`src/rtl/demux14_pkg.sv`:
```
// Shared types and defaults for the 1-to-4 demultiplexing dispatcher.
// Latency: n/a (package only).
// Backpressure: n/a (package only).
package demux14_pkg;

  localparam int WIDTH_DEF = 4;
  localparam int CNT_W_DEF = 8;

  // Index of one of the four output slots.
  typedef logic [1:0] slot_idx_t;

  localparam slot_idx_t SLOT0 = 2'd0;
  localparam slot_idx_t SLOT1 = 2'd1;
  localparam slot_idx_t SLOT2 = 2'd2;
  localparam slot_idx_t SLOT3 = 2'd3;

endpackage

```
`src/rtl/demux14_slot.sv`:
```
// One-entry holding register with a valid flag, feeding one consumer.
// Latency: a loaded word is visible on data/valid one cycle after load.
// Backpressure: the word is held until drain; load in the same cycle as drain replaces it with no bubble.
//
// Ports:
//   clk, rst_n  clock and asynchronous active-low reset
//   load        capture load_data this edge (wins over drain)
//   load_data   word to capture
//   drain       consumer takes the held word this edge
//   data        held word (stale while valid=0)
//   valid       slot holds an undelivered word
module demux14_slot #(
  parameter int WIDTH = 4
) (
  input  logic             clk,
  input  logic             rst_n,
  input  logic             load,
  input  logic [WIDTH-1:0] load_data,
  input  logic             drain,
  output logic [WIDTH-1:0] data,
  output logic             valid
);

  always_ff @(posedge clk or negedge rst_n) begin
    if (!rst_n) begin
      data  <= '0;
      valid <= 1'b0;
    end else if (load) begin
      // A load covers the simultaneous drain+refill case: valid stays high.
      data  <= load_data;
      valid <= 1'b1;
    end else if (drain) begin
      // Data is left stale; it is don't-care once valid drops.
      valid <= 1'b0;
    end
  end

endmodule

```
`src/rtl/demux14_dispatcher.sv`:
```
// 1-to-4 demultiplexer: routes each producer word into one of four registered slots.
// Latency: one cycle from accept to the word appearing on oYk with oValid[k] set.
// Backpressure: oReady follows the selected slot only (free, or draining this cycle).
//
// Ports:
//   iClk, iRst_n    clock and asynchronous active-low reset
//   iD, iValid      producer word and its valid; iS1/iS0 select the slot
//   oReady          selected slot can accept this cycle (combinational)
//   oY0..oY3        slot data registers; oValid[k] marks slot k occupied
//   iReady[k]       consumer k takes oYk this cycle
//   oAccCnt         wrapping count of accepted words
//   oPtr            round-robin pointer (only with DEMUX14_RR_EN)
//
// Build option DEMUX14_RR_EN: a round-robin pointer that advances on every
// accept replaces the iS1/iS0 select, and is exposed on oPtr.
module demux14_dispatcher
  import demux14_pkg::*;
#(
  parameter int WIDTH = WIDTH_DEF,
  parameter int CNT_W = CNT_W_DEF
) (
  input  logic             iClk,
  input  logic             iRst_n,
  input  logic [WIDTH-1:0] iD,
  input  logic             iS0,
  input  logic             iS1,
  input  logic             iValid,
  output logic             oReady,
  output logic [WIDTH-1:0] oY0,
  output logic [WIDTH-1:0] oY1,
  output logic [WIDTH-1:0] oY2,
  output logic [WIDTH-1:0] oY3,
  output logic [3:0]       oValid,
  input  logic [3:0]       iReady,
  output logic [CNT_W-1:0] oAccCnt
`ifdef DEMUX14_RR_EN
  ,
  output logic [1:0]       oPtr
`endif
);

  slot_idx_t        sel;
  logic             accept;
  logic [3:0]       load_vec;
  logic [3:0]       drain_vec;
  logic [WIDTH-1:0] slot_data [4];

`ifdef DEMUX14_RR_EN
  slot_idx_t ptr;
  logic      unused_sel;

  // Select inputs are ignored when the pointer does the routing.
  assign unused_sel = iS0 ^ iS1;
  assign sel        = ptr;
  assign oPtr       = ptr;

  always_ff @(posedge iClk or negedge iRst_n) begin
    if (!iRst_n) begin
      ptr <= SLOT0;
    end else if (accept) begin
      ptr <= ptr + 2'd1;
    end
  end
`else
  assign sel = {iS1, iS0};
`endif

  // A full slot can still accept when its consumer drains it this cycle.
  assign oReady = ~oValid[sel] | iReady[sel];
  assign accept = iValid & oReady;

  always_comb begin
    load_vec = 4'b0000;
    case (sel)
      SLOT0:   load_vec[0] = accept;
      SLOT1:   load_vec[1] = accept;
      SLOT2:   load_vec[2] = accept;
      SLOT3:   load_vec[3] = accept;
      default: load_vec    = 4'b0000;
    endcase
  end

  // iReady on an empty slot is harmless; a same-slot load overrides the drain.
  assign drain_vec = oValid & iReady & ~load_vec;

  for (genvar k = 0; k < 4; k++) begin : g_slot
    demux14_slot #(
      .WIDTH (WIDTH)
    ) u_slot (
      .clk       (iClk),
      .rst_n     (iRst_n),
      .load      (load_vec[k]),
      .load_data (iD),
      .drain     (drain_vec[k]),
      .data      (slot_data[k]),
      .valid     (oValid[k])
    );
  end

  assign oY0 = slot_data[0];
  assign oY1 = slot_data[1];
  assign oY2 = slot_data[2];
  assign oY3 = slot_data[3];

  always_ff @(posedge iClk or negedge iRst_n) begin
    if (!iRst_n) begin
      oAccCnt <= '0;
    end else if (accept) begin
      oAccCnt <= oAccCnt + 1'b1;
    end
  end

endmodule

```
`config.mk`:
```
export PLATFORM = sky130hd
export DESIGN_NAME = demux14_dispatcher
export DESIGN_NICKNAME = d
export VERILOG_FILES = /design/src/rtl/demux14_pkg.sv /design/src/rtl/demux14_slot.sv /design/src/rtl/demux14_dispatcher.sv
export SDC_FILE = /design/constraint.sdc
export NUM_CORES = 1
export LEC_CHECK = 0
export CAP_MARGIN = 20
export CORE_MARGIN = 10
export CORE_UTILIZATION = 46
export CTS_BUF_LIST = sky130_fd_sc_hd__clkbuf_2 sky130_fd_sc_hd__clkbuf_4 sky130_fd_sc_hd__clkbuf_8
export DETAILED_ROUTE_END_ITERATION = 7
export PLACE_DENSITY = 0.85
export SLEW_MARGIN = 10
export SYNTH_ARGS = -nofsm -noshare
export SYNTH_HDL_FRONTEND = slang
export SYNTH_SLANG_ARGS = --single-unit
```
`constraint.sdc`:
```
create_clock -name iClk -period 2.2 [get_ports iClk]
set_input_delay 0.22 -clock iClk [delete_from_list [all_inputs] [get_ports iClk]]
set_output_delay 0.22 -clock iClk [all_outputs]
set_load 0.005 [all_outputs]
```
Word-level counts from Yosys, hierarchy flattened
Cells that the tools add are included.
{"block": "totals", "elab_cells": 41, "reg_bits": 28, "in_bits": 13, "out_inout_bits": 29}
{"block": "op_classes", "reduce_logical": 5, "n_bitwise": 6, "mux": 16, "add_sub_neg": 1, "n_eq_ne": 3, "order_cmp": 1}
{"operator": "1-bit two-way mux", "count": 14}
{"operator": "8-bit by 1-bit adder with 8-bit output (second input constant)", "count": 1}
{"operator": "4-bit AND", "count": 2}
{"operator": "2-bit nonzero test", "count": 4}
{"operator": "1-bit binary-select mux with 2-bit select", "count": 2}
{"operator": "2-bit == test (second input constant)", "count": 2}
{"operator": "4-bit NOT", "count": 1}
{"operator": "2-bit by 3-bit less-than comparator with 1-bit output (second input constant)", "count": 1}
{"operator": "2-bit by 1-bit == test with 1-bit output (second input constant)", "count": 1}
{"operator": "2-bit logical NOT", "count": 1}
{"operator": "1-bit AND", "count": 1}
{"operator": "1-bit NOT", "count": 1}
{"operator": "1-bit OR", "count": 1}

Logic depth before layout (Yosys ltp)
{"block": "depth", "depth_word": 10, "mapped_depth": 5, "mapped_depth_nobuf": 5}

By module
A second synthesis with hierarchy kept.
{"block": "unflattened", "hier_cells": 92, "hier_area_um2": 1217.4}
{"module": "demux14_slot", "seq_area_each_um2": 125.1, "cells_per_inst": 11, "area_each_um2": 182.7, "instances": 4}
{"module": "demux14_dispatcher", "seq_area_each_um2": 200.2, "cells_per_inst": 48, "area_each_um2": 486.7, "instances": 1}

Worst setup path before layout
OpenSTA, ideal clock, no wires.
{"block": "synth_timing", "kind": "register -> register", "start": "reg g_slot[3].u_slot.valid", "end": "reg oAccCnt[1]", "setup_time_ns": 0.125, "period_less_slack_ns": 1.580, "path_stages_with_launch": 6, "required_ns": 2.075, "path_buffers": 0, "setup_slack_ns": 0.620, "arrival_time_ns": 1.455, "path_cell_list": "dfrtp_1 -> nor2b_4 -> mux4_2 -> inv_2 -> nand2_4 -> mux2_4"}
{"block": "synth_via", "elab_chain_cells": 5}
{"item": "from (decl)", "line_no": "demux14_slot.sv:21", "text": "output logic valid"}
{"item": "from (signal assigned)", "line_no": "demux14_slot.sv:27", "text": "valid <= 1'b0;"}
{"item": "from (signal assigned)", "line_no": "demux14_slot.sv:31", "text": "valid <= 1'b1;"}
{"item": "from (signal assigned)", "line_no": "demux14_slot.sv:34", "text": "valid <= 1'b0;"}
{"item": "1-bit binary-select mux with 2-bit select", "line_no": "demux14_dispatcher.sv:69", "text": "assign oReady = ~oValid[sel] | iReady[sel];"}
{"item": "1-bit two-way mux (not written as such)", "line_no": "demux14_dispatcher.sv:69"}
{"item": "1-bit NOT", "line_no": "demux14_dispatcher.sv:69"}
{"item": "1-bit OR", "line_no": "demux14_dispatcher.sv:69"}
{"item": "named net oReady", "line_no": "demux14_dispatcher.sv:28", "text": "output logic oReady,"}
{"item": "1-bit AND", "line_no": "demux14_dispatcher.sv:70", "text": "assign accept = iValid & oReady;"}
{"item": "to (signal assigned)", "line_no": "demux14_dispatcher.sv:109", "text": "oAccCnt <= oAccCnt + 1'b1;"}
{"item": "to (decl)", "line_no": "demux14_dispatcher.sv:35", "text": "output logic [CNT_W-1:0] oAccCnt"}
The timed path passes the listed nets, and every way through them passes these cells. The select of a mux whose other input is x is not followed.
A chain may end at the register's enable or synchronous reset.

Worst setup path after layout
{"block": "layout_timing", "start": "reg g_slot[0].u_slot.valid", "end": "out oReady"}
{"block": "layout_via", "elab_chain_cells": 4}
{"item": "from (decl)", "line_no": "demux14_slot.sv:21"}
{"item": "from (signal assigned)", "line_no": "demux14_slot.sv:27"}
{"item": "from (signal assigned)", "line_no": "demux14_slot.sv:31"}
{"item": "from (signal assigned)", "line_no": "demux14_slot.sv:34"}
{"item": "1-bit binary-select mux with 2-bit select", "line_no": "demux14_dispatcher.sv:69"}
{"item": "1-bit two-way mux (not written as such)", "line_no": "demux14_dispatcher.sv:69"}
{"item": "1-bit NOT", "line_no": "demux14_dispatcher.sv:69"}
{"item": "1-bit OR", "line_no": "demux14_dispatcher.sv:69"}
{"item": "to (decl)", "line_no": "demux14_dispatcher.sv:28"}
No other way between the ends. The select of a mux whose other input is x is not followed.

==> results_dict.tcl <==
set metrics [dict create \
    hold_violations 0 \
    antenna-diode-count 0 \
    post-route-min-period_ns 1.94 \
    crit_type "flop to primary output" \
    drt_iter0_markers 58 \
    period_share_pct 88.1 \
    power.density_cell_area_mw_per_mm2 930 \
    cts_tree "done" \
    post_synth_edffs 0 \
    post_synth_num_cell_types 27 \
    number_of_antenna_violations_at_the_first_check_in_global_routing 0 \
    hold_path.class "input pin to asynchronous set/reset pin" \
    clkTransAtPathRegs_ns 0.15 \
    fillerInstances 200 \
    die_h_microns 71.9 \
    power_leakage_uw 0.000770 \
    worst_setup_path_end_kind "primary output" \
    syn_inst 91 \
    startpoint_type "flop" \
    post_route_cells_drive_above_1_share_pct 26.1 \
    cts-root-to-sink-buffers 2 \
    dr_total_vias 855 \
    syn-cell-area_sq_mm 0.00124 \
    busiest_layer "met2" \
    grt.met1_usage_pct 14.2 \
    grt_start_max_net_pins 29 \
    route.final.wire_length_microns 3050 \
    fp.dieArea_sq_mm 0.00518 \
    initial_utilization_pct 49.2 \
    clkLatencyLatePin_ns 0.32 \
    rsz0062_at_grt "no" \
    async_reset_ff_share_pct 100 \
    max_freq_mhz 516 \
    numCtsBuffers 3 \
    post_drt_via_cell_ratio 5.09 \
    row_count 18 \
    fin_skew_ns 0.00229 \
    dr.pass1.iters 4 \
    yosys_warnings 0 \
    number_of_ports_placed_on_the_die_boundary 42 \
    fin_util_pct 69.7 \
    slew_headroom_pct 76.9 \
    biggest_fanout_along_the_worst_timing_path 3 \
    timing.critical_path.required_ns 1.98 \
    finalMaxSlewViolations 0 \
    global_route_wire_length_before_repair_microns 5200 \
    globalplace.congestion 0.802 \
    drc 0 \
    syn_to_final_growth_pct 41.7 \
    yosysSeqAreaShare_pct 56.5 \
    detail-route-antenna-nets 0 \
    routed_wire_length_per_instance_microns 18.1 \
    fin_nets 153 \
    port_buffers 41 \
    global_route.usage.met2_pct 22.3 \
    cp_data_arrival_time_ns 1.72 \
    peakVddDrop_mv 0.610 \
    ctsHtreeMaxLevel 1 \
    final.setup.tns_ns 0 \
    synth_top_flop_cell "sky130_fd_sc_hd__dfrtp_1" \
    estimated_wirelength_of_the_detail_placed_design_microns 2340 \
    first_global_vias 964 \
    clock_sink_count 28 \
    grt_usage_pct 12.7 \
    core_area_sq_mm 0.00252 \
    syn-mean-instance-area_sq_um 13.6 \
    timing.max_cap.violations 0 \
    finalSetupViolCount 0 \
    run_status "completed" \
    syn_nets 105 \
    worst_pin_slew_ns 0.346 \
    synth-seq-cells 28 \
    holdBufCountCts 0 \
    grt_use_met3_pct 2.72 \
    clockRootBuffer "sky130_fd_sc_hd__clkbuf_4" \
    fp.dieW_microns 71.9 \
    gr-total-overflow 0 \
]
-- cell usage in the layout (no fill, tap or decap), drive strengths merged --
cell and instances:
and4b 1, buf 9, bufinv 1, clkbuf 3, clkdlybuf4s50 40, dfrtp 28
dlygate4sd2 1, ha 1, inv 1, mux2 17, mux4 1, nand2 5
nand2b 1, nand3 1, nand4 4, nor2 1, nor2b 4, nor3 5
nor3b 1, o21ai 1, or2 2, or2b 2, or4b 1, xnor2 2
xor2 5
-- synthesized netlist by cell type, types with 2 or more instances --
cell type	count	area share, %
sky130_fd_sc_hd__buf_4	4	2.4
sky130_fd_sc_hd__mux2_1	2	1.8
sky130_fd_sc_hd__dfrtp_1	28	56
sky130_fd_sc_hd__or2_2	2	1.0
sky130_fd_sc_hd__xor2_1	5	3.5
sky130_fd_sc_hd__nor2b_4	2	2.2
sky130_fd_sc_hd__mux2_2	14	13
sky130_fd_sc_hd__nor3_1	5	2.0
sky130_fd_sc_hd__nand4_1	4	2.0
sky130_fd_sc_hd__nor2b_1	2	1.0
sky130_fd_sc_hd__or2b_1	2	1.2
sky130_fd_sc_hd__clkbuf_1	2	0.61
sky130_fd_sc_hd__nand2_1	4	1.2
sky130_fd_sc_hd__xnor2_1	2	1.4
-- report_power, final --
group,switching [uW],internal [uW],total (uW)
clock network,154,184,338
logic,178,360,538
registers,121,639,759
-- stage by stage --
step,setup slack [ns],cell area [sq um],power (uW),instances,hold slack [ns]
after CTS,0.261,1760,1650,168,0.273
after global routing,0.162,1760,1740,168,0.258
final,0.261,1760,1640,168,0.261
after floorplan,0.620,1240,946,91,-0.0756
after global placement,0.0606,1690,1280,161,0.455
after detailed placement,0.0471,1690,1310,161,0.458
-- cell type report --
class / count / area [sq um] / area share (%)
Clock inverter: 1 / 30.0 / 1.71
Timing Repair Buffer: 50 / 477 / 27.1
Tap cell: 30 / 37.5 / 2.13
Clock buffer: 3 / 22.5 / 1.28
Inverter: 1 / 3.75 / 0.213
Sequential cell: 28 / 701 / 39.8
Multi-Input combinational cell: 55 / 488 / 27.7
-- registers in the layout, summed over array words and instances (netlist names) --
register / cells
oAccCnt: 8
g_slot.u_slot.data: 16
g_slot.u_slot.valid: 4
-- path summary, 6_finish.rpt --
kind | from | endpoint | slack (ns) | cells past startpoint
max in group asynchronous | iRst_n | oAccCnt[0] | 1.68 | 2
worst max register to register | g_slot[0].u_slot.valid | oAccCnt[4] | 0.48 | 5
min in group iClk | oAccCnt[7] | oAccCnt[7] | 0.47 | 1
worst max-delay path | g_slot[0].u_slot.valid | oReady | 0.26 | 4
worst min register to register | oAccCnt[7] | oAccCnt[7] | 0.47 | 1
worst min-delay path | iRst_n | g_slot[0].u_slot.data[3] | 0.26 | 2
-- routing by layer --
metal  share of wire, %  vias up
met3                4.8        4
li1                   -      403
met4                2.2        0
met5                  0        -
met2                 54       24
met1                 39      424
-- repair_timing --
item	CTS	global route
resized for setup	1	0
setup buffers	3	0
setup endpoints to repair	1	0
-- logic make-up (layout without fill, tap and decap cells) --
family / Yosys count / in the layout / synth area share (%)
fa+ha+maj: 1 / 1 / 1.01
simple gates: 28 / 28 / 15.4
mux: 18 / 18 / 17.5
compound gates: 1 / 1 / 0.403
buf+inv: 8 / 55 / 4.23
xor+xnor: 7 / 7 / 4.94
flops: 28 / 28 / 56.5
-- critical path, cell delays in order (launching register included) --
cell,delay (ns)
sky130_fd_sc_hd__dfrtp_1,0.41
sky130_fd_sc_hd__nor2b_1,0.15
sky130_fd_sc_hd__mux4_2,0.50
sky130_fd_sc_hd__inv_2,0.08
sky130_fd_sc_hd__dlygate4sd2_1,0.24
Note: power is estimated with default switching activity, not from simulation.
